$ cat config.mk
export PLATFORM = sky130hd
export DESIGN_NAME = alu_arbiter
export DESIGN_NICKNAME = d
export VERILOG_FILES = /design/src/rtl/alu_arbiter.sv
export SDC_FILE = /design/constraint.sdc
export NUM_CORES = 1
export LEC_CHECK = 0
export BUFFER_PORTS_ARGS = -buffer_cell sky130_fd_sc_hd__buf_2
export CORE_MARGIN = 5
export CORE_UTILIZATION = 35
export CTS_CLUSTER_SIZE = 14
export DETAILED_ROUTE_END_ITERATION = 16
export PLACE_DENSITY = 0.7
export SETUP_SLACK_MARGIN = 0.2
export SYNTH_ARGS = -nofsm -noshare
export SYNTH_HDL_FRONTEND = slang
export SYNTH_SLANG_ARGS = --single-unit
$ cat constraint.sdc
create_clock -name clk -period 1.6 [get_ports clk]
set_clock_uncertainty 0.2 [all_clocks]
set_input_delay 0.24 -clock clk [delete_from_list [all_inputs] [get_ports clk]]
set_output_delay 0.24 -clock clk [all_outputs]
set_load 0.03 [all_outputs]
$ cat src/rtl/alu_arbiter.sv
// Round-robin front-end sharing one combinational ALU between two requesters.
// Optional illegal-opcode screening is enabled by defining ALU_ARB_ILLEGAL_OP_CHECK_EN.
module alu_arbiter #(
    parameter int DATA_W = 32,
    parameter int OP_W   = 6
) (
    input  logic              clk,
    input  logic              rst_n,
    input  logic              req0_valid,
    output logic              req0_ready,
    input  logic [DATA_W-1:0] req0_a,
    input  logic [DATA_W-1:0] req0_b,
    input  logic [OP_W-1:0]   req0_op,
    input  logic              req1_valid,
    output logic              req1_ready,
    input  logic [DATA_W-1:0] req1_a,
    input  logic [DATA_W-1:0] req1_b,
    input  logic [OP_W-1:0]   req1_op,
    output logic [DATA_W-1:0] alu_a,
    output logic [DATA_W-1:0] alu_b,
    output logic [OP_W-1:0]   alu_op,
    input  logic [DATA_W-1:0] alu_c,
    input  logic              alu_over,
    output logic              rsp_valid,
    input  logic              rsp_ready,
    output logic              rsp_id,
    output logic [DATA_W-1:0] rsp_c,
    output logic              rsp_over,
    output logic              rsp_err,
    output logic              busy
);

    typedef enum logic [1:0] {
        IDLE = 2'd0,
        EXEC = 2'd1,
        RESP = 2'd2
    } state_t;

    state_t            state, state_nxt;
    logic              last_gnt;
    logic              gnt0, gnt1, accept;
    logic [DATA_W-1:0] iss_a, iss_b;
    logic [OP_W-1:0]   iss_op;
    logic              iss_id, iss_err;
    logic [DATA_W-1:0] sel_a, sel_b;
    logic [OP_W-1:0]   raw_op, sel_op;
    logic              sel_err;

`ifdef ALU_ARB_ILLEGAL_OP_CHECK_EN
    function automatic logic op_legal(input logic [OP_W-1:0] op);
        return (op == OP_W'(32'h00)) || (op == OP_W'(32'h02)) || (op == OP_W'(32'h03)) ||
               ((op >= OP_W'(32'h20)) && (op <= OP_W'(32'h27)));
    endfunction
`endif

    // Requester 0 wins a tie unless it was the last one granted; the rst_n
    // term keeps both readies low while reset is held.
    always_comb begin
        // NOTE: every always_comb output gets a default first so no path can infer a latch.
        gnt0 = 1'b0;
        gnt1 = 1'b0;
        if (rst_n && state == IDLE) begin
            if (req0_valid && (!req1_valid || last_gnt))
                gnt0 = 1'b1;
            else if (req1_valid)
                gnt1 = 1'b1;
        end
    end

    assign req0_ready = gnt0;
    assign req1_ready = gnt1;
    assign accept     = gnt0 | gnt1;

    always_comb begin
        sel_a   = gnt1 ? req1_a  : req0_a;
        sel_b   = gnt1 ? req1_b  : req0_b;
        raw_op  = gnt1 ? req1_op : req0_op;
        sel_op  = raw_op;
        sel_err = 1'b0;
`ifdef ALU_ARB_ILLEGAL_OP_CHECK_EN
        // Illegal ops are neutralised at issue so the ALU never sees them.
        if (!op_legal(raw_op)) begin
            sel_err = 1'b1;
            sel_a   = '0;
            sel_b   = '0;
            sel_op  = '0;
        end
`endif
    end

    always_comb begin
        state_nxt = state;
        case (state)
            IDLE:    if (accept) state_nxt = EXEC;
            EXEC:    state_nxt = RESP;
            RESP:    if (rsp_ready) state_nxt = IDLE;
            default: state_nxt = IDLE;
        endcase
    end

    always_ff @(posedge clk or negedge rst_n) begin
        if (!rst_n) begin
            // NOTE: sequential state uses non-blocking assignments so all flops update together.
            state    <= IDLE;
            last_gnt <= 1'b1;
        end else begin
            state <= state_nxt;
            if (accept)
                last_gnt <= gnt1;
        end
    end

    // Issue registers: the only source of alu_*, held until the next accept.
    always_ff @(posedge clk or negedge rst_n) begin
        if (!rst_n) begin
            iss_a   <= '0;
            iss_b   <= '0;
            iss_op  <= '0;
            iss_id  <= 1'b0;
            iss_err <= 1'b0;
        end else if (accept) begin
            iss_a   <= sel_a;
            iss_b   <= sel_b;
            iss_op  <= sel_op;
            iss_id  <= gnt1;
            iss_err <= sel_err;
        end
    end

    assign alu_a  = iss_a;
    assign alu_b  = iss_b;
    assign alu_op = iss_op;

    // Response registers load only at the end of EXEC, so they stay frozen in RESP.
    always_ff @(posedge clk or negedge rst_n) begin
        if (!rst_n) begin
            rsp_id   <= 1'b0;
            rsp_c    <= '0;
            rsp_over <= 1'b0;
            rsp_err  <= 1'b0;
        end else if (state == EXEC) begin
            rsp_id   <= iss_id;
            rsp_c    <= iss_err ? '0 : alu_c;
            rsp_over <= iss_err ? 1'b0 : alu_over;
            rsp_err  <= iss_err;
        end
    end

    assign rsp_valid = (state == RESP);
    assign busy      = (state != IDLE);

endmodule

Word-level counts from Yosys, hierarchy flattened
Cells that the tools add are included.

Bits of input ports: 178. Output and inout port bits: 109. Word-level logic and storage cells: 32. Register bits after elaboration: 108.

Eq/ne operators: 4. Bitwise operators: 1. Multiplexer cells: 11. Reductions and logical operators: 7.

Operators by type and width (count): 2-to-1 mux 32 bit (2); 2-to-1 mux 6 bit (1); case mux 2 bit (3 select lines) (1); 2-to-1 mux 1 bit (5); 2-to-1 mux 2 bit (2); equality test 2 x 1 -> 1 bit (second input constant) (1); equality test 2 bit (second input constant) (1); logical AND 1 bit (2); zero test 2 bit (1); != test 2 x 1 -> 1 bit (second input constant) (1); != test 2 bit (second input constant) (1); AND reduction 2 bit (1); nonzero test 2 bit (1); zero test 1 bit (1); logical OR 1 bit (1); bitwise OR 1 bit (1).

Depth between registers and ports, before layout
Depth after elaboration: 8. Gate-level depth with buffers: 5. Depth with buffers taken out: 3.

Worst setup path before layout
Ideal clock, no wire load.

Kind: register to register. Start: register last_gnt. End: register iss_a[10] (netlist: alu_a[10]). Buffers on the path: 2. Stages on the path, launching flop included: 6. Arrival time: 1.356 ns. Clock period less this slack: 1.682 ns. Setup time: 0.126 ns. Path slack: -0.082 ns. Required time: 1.274 ns. Path through: dfstp_2 -> nand2_1 -> and3_4 -> buf_12 -> buf_12 -> a221o_1.

Cells in the longest elaborated chain, start to end: 5. Elaborated cells on any way between the ends: 8. Classes of those cells: mux: 5; bitwise: 1; reduce/logical: 2.

RTL lines: start: declaration (RTL line 40) `logic last_gnt;`; start signal: assignment (RTL line 109) `last_gnt <= gnt1;`; logical OR 1 bit * (RTL line 63) `if (req0_valid && (!req1_valid || last_gnt))`; logical AND 1 bit * (RTL line 63); 2-to-1 mux 1 bit * (RTL line 63); 2-to-1 mux 1 bit * (RTL line 62) `if (rst_n && state == IDLE) begin`; net req1_ready (RTL line 15) `output logic req1_ready,`; 2-to-1 mux 32 bit / bitwise OR 1 bit (equally long branches) (RTL line 75, 72); end signal: assignment (RTL line 122) `iss_a <= sel_a;`; end: declaration (RTL line 42) `logic [DATA_W-1:0] iss_a, iss_b;`.

Mark *: on every way through the listed nets, which the timed path passes. The rest lies on a longest branch. A chain may end at the register's enable or synchronous reset.

Final worst setup path
Start: register state[1]. End: output port req1_ready.

Cells in the longest elaborated chain, start to end: 3.

RTL lines: start: declaration (RTL line 39) `state_t state, state_nxt;`; start signal: assignment (RTL line 107) `state <= state_nxt;`; zero test 2 bit (RTL line 62); logical AND 1 bit (RTL line 62); 2-to-1 mux 1 bit (RTL line 62); end: declaration (RTL line 15).

No other way between the ends.

==> summary.txt <==
Floorplanning
  • Core Footprint: around 13000 um2
  • IO Count: about 290
  • Die Width: approximately 120 um
  • Initial Util: 0.3535
  • Die Y: ~120 um
  • Number of core rows: 42
  • Die area: roughly 16000 um2

Synth
  • Post-synth EDFFs: 0
  • Synth cell types: 24
  • Most frequent cell after synthesis: dfrtp_1
  • #FFs+latches synth: around 110
  • Mapped Nets: approximately 510
  • Synth top area share: 0.5788
  • Gate Count Post-Synth: between 300 and 400
  • Biggest area consumer among synthesized cells: dfrtp_1
  • Async SR Flop Fraction: 1.000
  • Syn avg cell area: about 14 um2
  • Top post-synthesis cells by count: dfrtp_1, a221o_1, and3_1
  • Register area share after synthesis: 0.5845
  • YS warnings: 0
  • Main synth FF type: dfrtp_1
  • Cell Area, Synth: roughly 4600 um2
  • Top post-synthesis cells by area: dfrtp_1, a221o_1, and3_1

Cells and area
  • Util after Layout: 0.6385
  • # fillers: slightly above 900
  • Post-Layout Inst Area: 8354 um2
  • Layout cell share with drive strength beyond 1: 0.5298
  • Register Area: ~2700 um2
  • Area Overhead vs Synth: 80.61%
  • Nets: 928
  • Area used by multi-input combinational logic: between 1500 and 2000 um2

Clocking
  • CTS H-Tree Depth: 3
  • CTS tree: yes
  • Clock buffer depth: 2
  • Worst-Skew Late Latency: 0.34 ns
  • CTS Buf Count: 9
  • Clk slew on worst S/H paths: about 0.080 ns
  • Root buffer cell: clkbuf_16
  • Clock tree sinks: ~110

GRT
  • Vias in the first global route: 5410
  • Grt ovf: 0
  • Met1 Usage GRT: 0.2677
  • GR Layer Usage met2: 0.4201
  • Total GRT Usage: 0.2352
  • Met3 usage in global routing: 0.06695
  • Initial antenna violation count: 2
  • Largest net degree at the start of global routing: slightly above 60
  • GR peak layer: met2
  • First-pass GRT wire length: between 20 and 30 mm

Worst setup path
  • Kind of critical path: reg -> out
  • Buf/Inv on CP: 2
  • CP cell instances: nor3b_2, buf_4, and3_4, buf_8
  • Crit start category: flip-flop
  • Slowest-stage cell, CP: dfrtp_1
  • Worst endpoint required time: 1.16 ns
  • Reg2Reg Setup Slack: -0.29 ns
  • Critical path's largest stage delay: around 0.41 ns
  • CP arrival: 1.48 ns
  • Critical Path Fanout Max: 2
  • Crit end category: output pin
  • CP delay by family, top: simple AND/OR/NAND/NOR gates

Min path
  • Worst hold path class: in -> reg

Routing
  • Avg WL per Cell: ~21 um
  • Avg Vias per Cell: around 5.3
  • 1st-iter DRT viols: roughly 430
  • Pre-Repair DR Iteration Count: 4
  • Drt total wl: 19.52 mm
  • Final antenna-violating net count: 0
  • Residual DRC count: 0
  • Via count: ~4900

Timing
  • Period minus WS final: about 1.9 ns
  • Setup ws final: -0.3197 ns
  • Final Hold Viols: 0
  • Fin crit share: 1.200
  • FMAX: between 0.5 and 0.6 GHz
  • Final Max Slew Viols: 0
  • RSZ-0062 raised after global routing: yes
  • # setup viols final: 110

Place
  • Pre-CTS WS: -0.2596 ns
  • PortBufs: roughly 290
  • Final HPWL DP: 10.88 mm
  • Placed cell area: about 6200 um2
  • Placer Congestion: 0.8444

Status
  • Violated checks: setup timing
  • Status: finished with violations

Power and ir drop
  • Design Power: roughly 15000 uW
  • Clk pwr share: 0.154
  • Power density cells: around 1800 nW/um2
  • Internal power: about 8600 uW
  • Worst-case vdd ir drop: approximately 0.72 mV
  • P_sw: 6432 uW
  • Leak pwr: ~0.0045 uW
  • Switching Fraction: 0.4284
  • Combinational Power Share: 0.522
  • Sequential share of power: 0.324

Flow run
  • Max Cap Violations: 0
placed cells by master (no fill, tap or decap), drive strengths merged:
| cell | netlist | layout |
|---|---|---|
| buf | 21 | 326 |
| nor2b | 1 | 1 |
| dfrtp | 107 | 107 |
| a22o | 1 | 1 |
| a21o | 1 | 1 |
| bufinv | 0 | 1 |
| clkinvlp | 0 | 1 |
| nand2b | 3 | 3 |
| inv | 2 | 6 |
| dlygate4sd3 | 0 | 105 |
| nand2 | 2 | 2 |
| nor3b | 1 | 1 |
| clkinv | 0 | 1 |
| clkbuf | 13 | 14 |
| or2 | 1 | 1 |
| o21ai | 2 | 2 |
| conb | 1 | 1 |
| a221o | 70 | 70 |
| and4bb | 1 | 4 |
| nor2 | 1 | 1 |
| mux2 | 34 | 34 |
| diode | 0 | 1 |
| dfstp | 1 | 1 |
| and3 | 71 | 71 |
per-layer routing:
| layer | wire, um | up-vias |
|---|---|---|
| met5 | 24 | - |
| met4 | 502 | 4 |
| met3 | 1719 | 47 |
| met2 | 10030 | 308 |
| met1 | 7243 | 2426 |
| li1 | - | 2151 |
metrics by stage:
stage	hold slack (ns)	setup TNS, ns	cells
5_1_grt	0.02141	-33.39	931
4_1_cts	0.003773	-26.60	922
6_report	0.01434	-27.38	932
3_3_place_gp	-0.002064	-13.03	779
2_1_floorplan	-0.2556	-2.083	334
3_5_place_dp	0.007102	-16.21	779
logic make-up after synthesis:
kind of cell    synth area share
compound gates            0.1580
buf+inv                  0.06140
flops                     0.5845
mux                      0.08277
other cells            0.0008107
simple gates              0.1125
cell type report:
class / instances / share of cell area
diodes: 1 / 0.0002995
clock buffers: 9 / 0.02696
clock inverters: 7 / 0.009585
inverters: 2 / 0.0008986
multi-input cells: 193 / 0.2238
flip-flops and latches: 108 / 0.3236
well taps: 176 / 0.02636
repair buffers: 436 / 0.3885
power groups by stage:
stage	clock (uW)	sequential [uW]	combinational, uW
finish	2320	4860	7840
CTS	2340	4780	7460
floorplan	0	7260	1750
detailed placement	0	4780	6400
global placement	0	4750	6300
global route	2470	5000	8200
sequential cells by signal (all words and copies together), names as in the netlist:
signal	cells
rsp_c	32
state	2
alu_b	32
alu_op	6
last_gnt	1
rsp_id	1
alu_a	32
iss_id	1
rsp_over	1
repair_timing:
item | CTS | global route
cloned | 8 | 4
resized for setup | 65 | 46
setup buffers | 14 | 5
pin swaps | 4 | 6
setup endpoints to repair | 111 | 232
hold buffers | 105 | 0
hold endpoints to repair | 152 | 0
tightest hold or removal path, delay by kind of cell:
kind,cells,cell delay [ns]
buffers and inverters,1,0.07
AND/OR/NAND/NOR,1,0.12
AO/OA/AOI/OAI,1,0.10
worst paths after layout:
kind,from,depth (start not counted),end
worst max-delay path,state[1],4,req1_ready
worst min-delay path,req0_b[15],3,alu_b[15]
worst max register to register,state[1],7,rsp_c[7]
worst min register to register,iss_id,1,iss_id
max in group asynchronous,rst_n,4,alu_a[15]
min in group asynchronous,rst_n,3,iss_id
No activity file was read; power rests on OpenSTA's default activity.
